$ cat config.mk
export PLATFORM = sky130hd
export DESIGN_NAME = spi_cfg_ctrl
export DESIGN_NICKNAME = d
export VERILOG_FILES = /design/src/rtl/spi_cfg_pkg.sv /design/src/rtl/spi_sync_edge.sv /design/src/rtl/spi_cfg_ctrl.sv
export SDC_FILE = /design/constraint.sdc
export NUM_CORES = 1
export LEC_CHECK = 0
export CAP_MARGIN = 10
export CORE_ASPECT_RATIO = 0.7
export CORE_MARGIN = 3
export CORE_UTILIZATION = 46
export DETAILED_ROUTE_END_ITERATION = 7
export PLACE_DENSITY = 0.83
export REMOVE_ABC_BUFFERS = 1
export SYNTH_ARGS = -nofsm -noshare
export SYNTH_HDL_FRONTEND = slang
export SYNTH_SLANG_ARGS = --single-unit
$ cat constraint.sdc
create_clock -name CLK -period 3.55 [get_ports CLK]
set_clock_uncertainty 0.05 [all_clocks]
set_input_delay 0.71 -clock CLK [delete_from_list [all_inputs] [get_ports CLK]]
set_output_delay 0.71 -clock CLK [all_outputs]
set_load 0.03 [all_outputs]
$ cat src/rtl/spi_cfg_pkg.sv
// Shared types and constants for the SPI configuration controller.
package spi_cfg_pkg;

  typedef enum logic [2:0] {
    IDLE,
    CMD,
    ADDR,
    WR,
    RD,
    IGNORE
  } state_t;

  // Command opcodes live in bits [7:6] of the first byte of a frame.
  localparam logic [1:0] CMD_WRITE = 2'b10;
  localparam logic [1:0] CMD_READ  = 2'b11;

  localparam logic [7:0] DEFAULT_DEVICE_ID = 8'hA5;

endpackage

$ cat src/rtl/spi_sync_edge.sv
// Multi-flop synchronizer for an asynchronous level, with a one-cycle pulse on its synchronized rising edge.
module spi_sync_edge #(
  parameter int unsigned STAGES  = 2,
  parameter logic        RST_VAL = 1'b0
) (
  input  logic CLK,
  input  logic RESET,
  input  logic async_in,
  output logic level,
  output logic rise
);

  logic [STAGES-1:0] chain;
  logic              prev;

  always_ff @(posedge CLK) begin
    if (RESET) begin
      chain <= {STAGES{RST_VAL}};
      prev  <= RST_VAL;
    end else begin
      chain <= {chain[STAGES-2:0], async_in};
      prev  <= chain[STAGES-1];
    end
  end

  assign level = chain[STAGES-1];
  assign rise  = chain[STAGES-1] & ~prev;

endmodule

$ cat src/rtl/spi_cfg_ctrl.sv
// Sequences SPI slave bytes (command, address, data...) into config memory accesses.
// Define SPI_CFG_READ_EN to build in the READ command and the read-back path.
module spi_cfg_ctrl
  import spi_cfg_pkg::*;
#(
  parameter int unsigned ADDR_W      = 7,
  parameter int unsigned SYNC_STAGES = 2,
  parameter logic [7:0]  DEVICE_ID   = DEFAULT_DEVICE_ID
) (
  input  logic              CLK,
  input  logic              RESET,
  input  logic [7:0]        rx_data,
  input  logic              rx_valid,
  input  logic              ss,
  output logic [7:0]        tx_data,
  output logic [ADDR_W-1:0] mem_addr,
  output logic [7:0]        mem_wdata,
  output logic              mem_we,
  output logic              mem_re,
  input  logic [7:0]        mem_rdata,
  output logic              busy,
  output logic              cmd_err
);

  state_t state, state_next;

  logic byte_evt;
  logic ss_level;
  logic ss_lo;
  logic unused_rx_level;
  logic unused_ss_rise;

  logic [SYNC_STAGES-1:0] settle;
  logic                   ss_armed;

  logic cmd_start;
  logic bad_cmd;
  logic addr_load;
  logic wr_evt;
  logic addr_step;

`ifdef SPI_CFG_READ_EN
  logic is_read;
  logic is_read_next;
  logic rd_evt;
  logic rd_ret;
`else
  logic [7:0] unused_mem_rdata;
  assign unused_mem_rdata = mem_rdata;
  assign mem_re           = 1'b0;
`endif

  spi_sync_edge #(.STAGES(SYNC_STAGES), .RST_VAL(1'b0)) u_rx_sync (
    .CLK      (CLK),
    .RESET    (RESET),
    .async_in (rx_valid),
    .level    (unused_rx_level),
    .rise     (byte_evt)
  );

  spi_sync_edge #(.STAGES(SYNC_STAGES), .RST_VAL(1'b1)) u_ss_sync (
    .CLK      (CLK),
    .RESET    (RESET),
    .async_in (ss),
    .level    (ss_level),
    .rise     (unused_ss_rise)
  );

  assign ss_lo = ~ss_level;
  assign busy  = (state != IDLE);

`ifdef SPI_CFG_READ_EN
  assign addr_step = mem_we | rd_ret;
`else
  assign addr_step = mem_we;
`endif

  always_comb begin
    state_next = state;
    cmd_start  = 1'b0;
    bad_cmd    = 1'b0;
    addr_load  = 1'b0;
    wr_evt     = 1'b0;
`ifdef SPI_CFG_READ_EN
    is_read_next = is_read;
    rd_evt       = 1'b0;
`endif
    case (state)
      IDLE: begin
        if (ss_lo && ss_armed) begin
          state_next = CMD;
          cmd_start  = 1'b1;
        end
      end
      CMD: begin
        if (byte_evt) begin
          if (rx_data[7:6] == CMD_WRITE) begin
            state_next = ADDR;
`ifdef SPI_CFG_READ_EN
            is_read_next = 1'b0;
          end else if (rx_data[7:6] == CMD_READ) begin
            state_next   = ADDR;
            is_read_next = 1'b1;
`endif
          end else begin
            state_next = IGNORE;
            bad_cmd    = 1'b1;
          end
        end
      end
      ADDR: begin
        if (byte_evt) begin
          addr_load  = 1'b1;
          state_next = WR;
`ifdef SPI_CFG_READ_EN
          if (is_read) begin
            rd_evt     = 1'b1;
            state_next = RD;
          end
`endif
        end
      end
      WR: wr_evt = byte_evt;
`ifdef SPI_CFG_READ_EN
      RD: rd_evt = byte_evt;
`endif
      default: ;
    endcase
    // Losing ss wins over everything, but a byte seen in the same cycle is still acted on.
    if (state != IDLE && !ss_lo) begin
      state_next = IDLE;
    end
  end

  // A new frame may start only after ss has been seen high, so a reset mid-frame
  // leaves the rest of that frame ignored.
  always_ff @(posedge CLK) begin
    if (RESET) begin
      state     <= IDLE;
      settle    <= '0;
      ss_armed  <= 1'b0;
      mem_addr  <= '0;
      mem_wdata <= '0;
      mem_we    <= 1'b0;
      cmd_err   <= 1'b0;
      tx_data   <= 8'h00;
`ifdef SPI_CFG_READ_EN
      is_read   <= 1'b0;
      mem_re    <= 1'b0;
      rd_ret    <= 1'b0;
`endif
    end else begin
      state  <= state_next;
      settle <= {settle[SYNC_STAGES-2:0], 1'b1};
      if (cmd_start) begin
        ss_armed <= 1'b0;
      end else if (settle[SYNC_STAGES-1] && !ss_lo) begin
        ss_armed <= 1'b1;
      end

      if (cmd_start) begin
        cmd_err <= 1'b0;
      end else if (bad_cmd) begin
        cmd_err <= 1'b1;
      end

      mem_we <= wr_evt;
      if (wr_evt) begin
        mem_wdata <= rx_data;
      end

      if (addr_load) begin
        mem_addr <= rx_data[ADDR_W-1:0];
      end else if (addr_step) begin
        mem_addr <= mem_addr + 1'b1;
      end

`ifdef SPI_CFG_READ_EN
      is_read <= is_read_next;
      mem_re  <= rd_evt;
      rd_ret  <= mem_re;
      if (cmd_start || (state != IDLE && state_next == IDLE)) begin
        tx_data <= DEVICE_ID;
      end else if (rd_ret && state == RD) begin
        tx_data <= mem_rdata;
      end
`else
      tx_data <= DEVICE_ID;
`endif
    end
  end

endmodule

==> flow_metrics.py, run 1 <==
metrics = {
    "critical_path": {
        "cp_cell_sequence": "or3_2, clkdlybuf4s50_1",
        "start_kind": "flip-flop",
        "worst-path-max-fanout": 7,
        "endpoint_kind": "output pin",
        "cp_slowest_cell": "clkdlybuf4s50_1",
        "crit_arrival_ps": 1790,
        "cpPeakStageDelay_ps": 610,
        "worstSetupPathType": "flip-flop to output pin",
        "worst_ep_required_time_ps": 2790,
    },
    "grt": {
        "grt_max_degree": 25,
        "grt-ovfl-total": 0,
        "grt_pass1_vias": 985,
        "antenna_found_initial": 0,
        "grt_pass1_wl_um": 4530,
        "grt_usage": 0.176,
    },
    "drt": {
        "drt_iter0_markers": 40,
        "wl_per_cell_um": 13.7,
        "wirelength_um": 2660,
        "drcViolationCount": 0,
        "routed_via_density": 5.42,
        "antenna_left": 0,
        "drt_pass1_iterations": 4,
        "vias": 1056,
    },
    "hold_path": {
        "hold_class": "flip-flop to flip-flop",
    },
    "synth": {
        "yosysUniqueCellTypes": 37,
        "syn_avg_cell_area_um2": 9.06,
        "postSynthRegisterBits": 28,
        "synth_area_um2": 1250,
        "async_reset_ff_frac": 0,
        "yosys_warnings": 0,
        "synth_edf_count": 0,
        "netlist_instances": 138,
        "synth_flop_cell": "dfxtp_1",
        "ys_seq_area_frac": 0.448,
    },
    "placement": {
        "gp_congestion": 0.792,
        "place_ws_ps": 1200,
        "portBuffers": 33,
        "place_hpwl_um": 2060,
        "placed_area_um2": 1520,
    },
    "cts": {
        "ctsHoldBuffers": 0,
        "clockBufferDepth": 2,
        "clock_sinks": 28,
        "numCtsBuffers": 3,
        "postCtsSetupRepairBufs": 0,
        "cts-resized-gates": 0,
        "path_clk_slew_ps": 90,
        "clock-root-buffer": "clkbuf_8",
        "cts_tree": "built",
        "cts_htree_levels": 1,
        "insertion_delay_ps": 270,
    },
    "die": {
        "die_h_um": 49.6,
        "ios": 47,
        "core_area_um2": 2510,
        "die_w_um": 68.3,
        "start_util": 0.497,
        "rows": 15,
        "dieArea_um2": 3390,
    },
    "timing": {
        "fmax_ghz": 0.393,
        "max_slew.worst_pin.slew_ps": 860,
        "fin_crit_ps": 2550,
        "finalSetupTns_ps": 0,
        "rsz0062_at_grt": "false",
        "setup_viol": 0,
        "relSlewSlack": 0.425,
        "hold_viol": 0,
        "fin_ws_ps": 1000,
        "final_max_slew_viol_count": 0,
        "finalCritPeriodShare": 0.717,
    },
    "cells_and_area": {
        "final_util": 0.621,
        "design_area_um2": 1560,
        "drive_above_1_share": 0.0621,
        "final_nets": 184,
        "fillCellCount": 225,
        "n_antenna_cell": 0,
        "syn_to_final_growth_pct": 25.0,
    },
    "power": {
        "cellLeakagePower_nw": 0.528,
        "switching_share": 0.236,
        "comb_power_share": 0.108,
        "power_switching_mw": 0.130,
        "p_seq_frac": 0.588,
        "p_int_mw": 0.420,
        "finalPower_mw": 0.550,
        "clkPwrFrac": 0.304,
        "ir_drop_v": 0.000240,
        "pwr_density_cell_nw_per_um2": 352,
    },
    "run_status": {
        "status": "finished clean",
    },
    "run": {
        "maxCapViolCount": 0,
    },
}
kinds of logic (layout without fill, tap and decap cells):
logic type                 Yosys count  count (layout)  synth area share
and+or+nand+nor                     47              47             0.222
AOI/OAI and AO/OA                   36              36             0.178
DFF                                 28              28             0.448
buffers and inverters               20              39             0.102
xor gates and xnor gates             4               4            0.0280
adders and majority gates            1               1            0.0100
other                                1               5           0.00300
muxes                                1               1           0.00801
placed cells by master (no fill, tap or decap), types with 2 or more instances in the layout:
cell type,synthesis,layout
nand3_1,11,11
nand3b_1,2,2
a211oi_1,4,4
nand2b_1,3,3
a311oi_1,2,2
clkbuf_8,0,3
a21oi_1,12,12
o31ai_1,2,2
o21ai_0,11,11
or3_1,2,2
xor2_1,3,3
dfxtp_1,28,28
nand2_1,2,2
nor2b_1,6,6
clkdlybuf4s50_1,0,33
nor2_1,3,3
inv_1,3,3
or2_2,3,3
conb_1,1,5
nor3_1,7,7
nand4_1,2,2
critical path: cells and delay by family, from the launching register on:
family        cells  cell delay (ps)
simple gates      1              540
buf+inv           1              610
flops             1              370
cells in the mapped netlist (3+ instances only):
cell      instances  area [um2]
dfxtp_1          28         561
a21oi_1          12        60.1
nand3_1          11        55.1
o21ai_0          11        55.1
buf_4             9        67.6
nor3_1            7        35.0
nor2b_1           6        37.5
a211oi_1          4        30.0
buf_2             3        15.0
clkbuf_1          3        11.3
inv_1             3        11.3
nand2b_1          3        18.8
nor2_1            3        11.3
or2_2             3        18.8
xor2_1            3        26.3
layout make-up:
class                      instances  area [um2]  area share
sequential                        28         561       0.359
tap                               34        42.5      0.0272
timing repair buffer              33         330       0.211
inverter                           3        11.3     0.00721
multi-input combinational         94         577       0.369
clock buffer                       3        41.3      0.0264
worst paths after layout:
check                           startpoint                             to  slack [ps]  cells past startpoint
max                  state[2]$_SDFFE_PP0P_                           busy        1000                      2
min          u_ss_sync.chain[0]$_SDFF_PP1_  u_ss_sync.chain[1]$_SDFF_PP1_         370                      1
max reg2reg          state[0]$_SDFFE_PP0P_           cmd_err$_SDFFE_PP0P_        1970                      3
min reg2reg  u_ss_sync.chain[0]$_SDFF_PP1_  u_ss_sync.chain[1]$_SDFF_PP1_         370                      1
sequential cells by signal (all words and copies together), names as in the netlist:
register and flops:
cmd_err 1, mem_addr 7, mem_wdata 8, mem_we 1
settle 1, ss_armed 1, state 3, tx_data 1
u_rx_sync.chain 2, u_rx_sync.prev 1, u_ss_sync.chain 2
metrics by stage:
| stage | cells | hold slack, ps |
|---|---|---|
| 4_1_cts | 195 | 372 |
| 3_5_place_dp | 192 | 349 |
| 2_1_floorplan | 125 | 339 |
| 3_3_place_gp | 192 | 348 |
| 5_1_grt | 195 | 382 |
| 6_report | 195 | 370 |
power groups by stage:
stage	clock network [mW]	registers [mW]	logic, mW
after floorplan	0	0.335	0.0254
after CTS	0.171	0.324	0.0593
after global routing	0.186	0.325	0.0642
after global placement	0	0.331	0.0576
after detailed placement	0	0.331	0.0591
final	0.167	0.324	0.0592
per-layer routing:
| metal | wire length [um] | vias up | track usage | share of wire |
|---|---|---|---|---|
| li1 | - | 526 | - | - |
| met2 | 1230 | 39 | 0.254 | 0.46 |
| met3 | 177 | 6 | 0.0569 | 0.066 |
| met5 | 0 | - | 0 | 0 |
| met4 | 59 | 0 | 0.0594 | 0.022 |
| met1 | 1200 | 485 | 0.245 | 0.45 |
Note: power is estimated with default switching activity, not from simulation.
==> run 2, diff against run 1 <==
--- a/config.mk
+++ b/config.mk
@@ -8,9 +8,9 @@
 export CAP_MARGIN = 10
 export CORE_ASPECT_RATIO = 0.7
 export CORE_MARGIN = 3
-export CORE_UTILIZATION = 46
+export CORE_UTILIZATION = 39
 export DETAILED_ROUTE_END_ITERATION = 7
-export PLACE_DENSITY = 0.83
+export PLACE_DENSITY = 0.75
 export REMOVE_ABC_BUFFERS = 1
 export SYNTH_ARGS = -nofsm -noshare
 export SYNTH_HDL_FRONTEND = slang
==> constraint.sdc (replaced) <==
create_clock -name CLK -period 2.1 [get_ports CLK]
set_clock_uncertainty 0.05 [all_clocks]
set_input_delay 0.42 -clock CLK [delete_from_list [all_inputs] [get_ports CLK]]
set_output_delay 0.42 -clock CLK [all_outputs]
set_load 0.03 [all_outputs]
==> run 2 against run 1 <==
Effect of this change: register-to-register slack lost 1500 ps; first-iteration DRC count grew 63%; sequential share of layout area shrank 0.54 points; via count grew 1.1%; sequential power grew 69%; flip-flop and latch count is the same; global-route usage shrank 0.63 points; worst setup slack lost 910 ps; routed wire length grew 14%; critical path type unchanged; largest power group unchanged.
==> flow_metrics.py, run 2 (synthesized netlist as in run 1, its figures left out) <==
metrics = {
    "run": {
        "maxCapViolCount": 0,
    },
    "die": {
        "ios": 47,
        "dieArea_um2": 3930,
        "die_h_um": 53.4,
        "rows": 16,
        "core_area_um2": 2920,
        "start_util": 0.428,
        "die_w_um": 73.7,
    },
    "critical_path": {
        "start_kind": "flip-flop",
        "worstSetupPathType": "flip-flop to output pin",
        "cp_slowest_cell": "or3_2",
        "worst-path-max-fanout": 7,
        "cp_cell_sequence": "or3_2, dlygate4sd2_1",
        "cpPeakStageDelay_ps": 530,
        "r2r_cells": 3,
        "crit_arrival_ps": 1540,
        "worst_ep_required_time_ps": 1630,
        "endpoint_kind": "output pin",
    },
    "drt": {
        "drcViolationCount": 0,
        "wl_per_cell_um": 15.2,
        "routed_via_density": 5.34,
        "drt_pass1_iterations": 4,
        "drt_iter0_markers": 65,
        "antenna_left": 0,
        "vias": 1068,
        "wirelength_um": 3040,
    },
    "timing": {
        "fin_crit_ps": 2010,
        "finalSetupTns_ps": 0,
        "setup_viol": 0,
        "rsz0062_at_grt": "false",
        "relSlewSlack": 0.630,
        "final_max_slew_viol_count": 0,
        "max_slew.worst_pin.slew_ps": 554,
        "fmax_ghz": 0.498,
        "finalCritPeriodShare": 0.957,
        "hold_viol": 0,
    },
    "cts": {
        "postCtsSetupRepairBufs": 0,
        "cts-resized-gates": 1,
        "insertion_delay_ps": 270,
        "cts_htree_levels": 1,
        "ctsHoldBuffers": 0,
        "cts_tree": "built",
        "clock-root-buffer": "clkbuf_8",
        "clock_sinks": 28,
        "numCtsBuffers": 3,
        "path_clk_slew_ps": 80,
        "clockBufferDepth": 2,
    },
    "power": {
        "cellLeakagePower_nw": 0.548,
        "pwr_density_cell_nw_per_um2": 587,
        "comb_power_share": 0.111,
        "p_int_mw": 0.712,
        "ir_drop_v": 0.000323,
        "p_seq_frac": 0.588,
        "power_switching_mw": 0.220,
        "clkPwrFrac": 0.301,
        "switching_share": 0.236,
    },
    "grt": {
        "grt_usage": 0.170,
        "grt_pass1_vias": 977,
        "grt_pass1_wl_um": 5020,
        "antenna_found_initial": 0,
        "grt-ovfl-total": 0,
        "grt_max_degree": 18,
    },
    "cells_and_area": {
        "syn_to_final_growth_pct": 26.9,
        "final_util": 0.543,
        "drive_above_1_share": 0.0793,
        "layout_commonest_cell": "clkdlybuf4s50_1",
        "final_nets": 187,
        "n_antenna_cell": 0,
        "regMostFlops": "mem_wdata",
        "largest_reg_flops": 8,
        "final_cell_mix": "clkdlybuf4s50_1, dfxtp_1, a21oi_1, nand3_1, o21ai_0",
        "fillCellCount": 273,
        "top_regs": "mem_wdata (8), mem_addr (7), state (3)",
    },
    "hold_path": {
        "min_path_cells": 1,
        "hold_class": "flip-flop to flip-flop",
    },
    "run_status": {
        "status": "finished clean",
    },
    "placement": {
        "place_hpwl_um": 2320,
        "gp_congestion": 0.820,
        "portBuffers": 33,
    },
}
[run 2: cell types whose count changed in the layout (fill, tap and decap cells not counted), sizes merged]
cell | previous run | this run
buf | 0 | 3
dlygate4sd2 | 0 | 1
clkdlybuf4s50 | 33 | 32
[run 2: critical path, delay by kind of cell, from the launching register on]
family | cells | cell delay [ps]
flip-flops | 1 | 360
AND/OR/NAND/NOR | 1 | 530
buffers and inverters | 1 | 380
[run 2: layer usage]
| layer | vias to the layer above | wire length [um] | track usage | share of wire |
|---|---|---|---|---|
| met1 | 493 | 1400 | 0.227 | 0.46 |
| li1 | 530 | - | - | - |
| met5 | - | 0 | 0 | 0 |
| met2 | 42 | 1400 | 0.278 | 0.46 |
| met4 | 0 | 10 | 0.0181 | 0.0033 |
| met3 | 3 | 225 | 0.0512 | 0.074 |
[run 2: through the flow]
step | total power [mW] | setup slack [ps] | instances | instance area [um2] | hold WS (ps)
global route | 0.967 | 49.3 | 200 | 1590 | 396
global placement | 0.659 | 167 | 197 | 1550 | 351
detailed placement | 0.664 | 155 | 197 | 1550 | 357
floorplan | 0.610 | 543 | 125 | 1150 | 339
finish | 0.932 | 90.6 | 200 | 1590 | 376
CTS | 0.935 | 88.7 | 200 | 1590 | 381
[run 2: layout make-up]
class | instances | area [um2] | area share
Clock buffer | 3 | 41.3 | 0.0260
Inverter | 3 | 11.3 | 0.00710
Multi-Input combinational cell | 94 | 577 | 0.364
Sequential cell | 28 | 561 | 0.353
Tap cell | 36 | 45.0 | 0.0284
Timing Repair Buffer | 36 | 352 | 0.222
[run 2: worst paths after layout]
kind	start	end	slack (ps)
worst max-delay path	state[2]$_SDFFE_PP0P_	busy	90
worst min-delay path	u_ss_sync.chain[0]$_SDFF_PP1_	u_ss_sync.chain[1]$_SDFF_PP1_	380
worst max register to register	state[0]$_SDFFE_PP0P_	cmd_err$_SDFFE_PP0P_	460
worst min register to register	u_ss_sync.chain[0]$_SDFF_PP1_	u_ss_sync.chain[1]$_SDFF_PP1_	380
[run 2: power groups by stage]
stage | clock network (mW) | registers [mW] | logic, mW
detailed placement | 0 | 0.560 | 0.104
global placement | 0 | 0.559 | 0.101
floorplan | 0 | 0.567 | 0.0430
CTS | 0.285 | 0.548 | 0.103
global route | 0.307 | 0.549 | 0.111
finish | 0.281 | 0.548 | 0.103
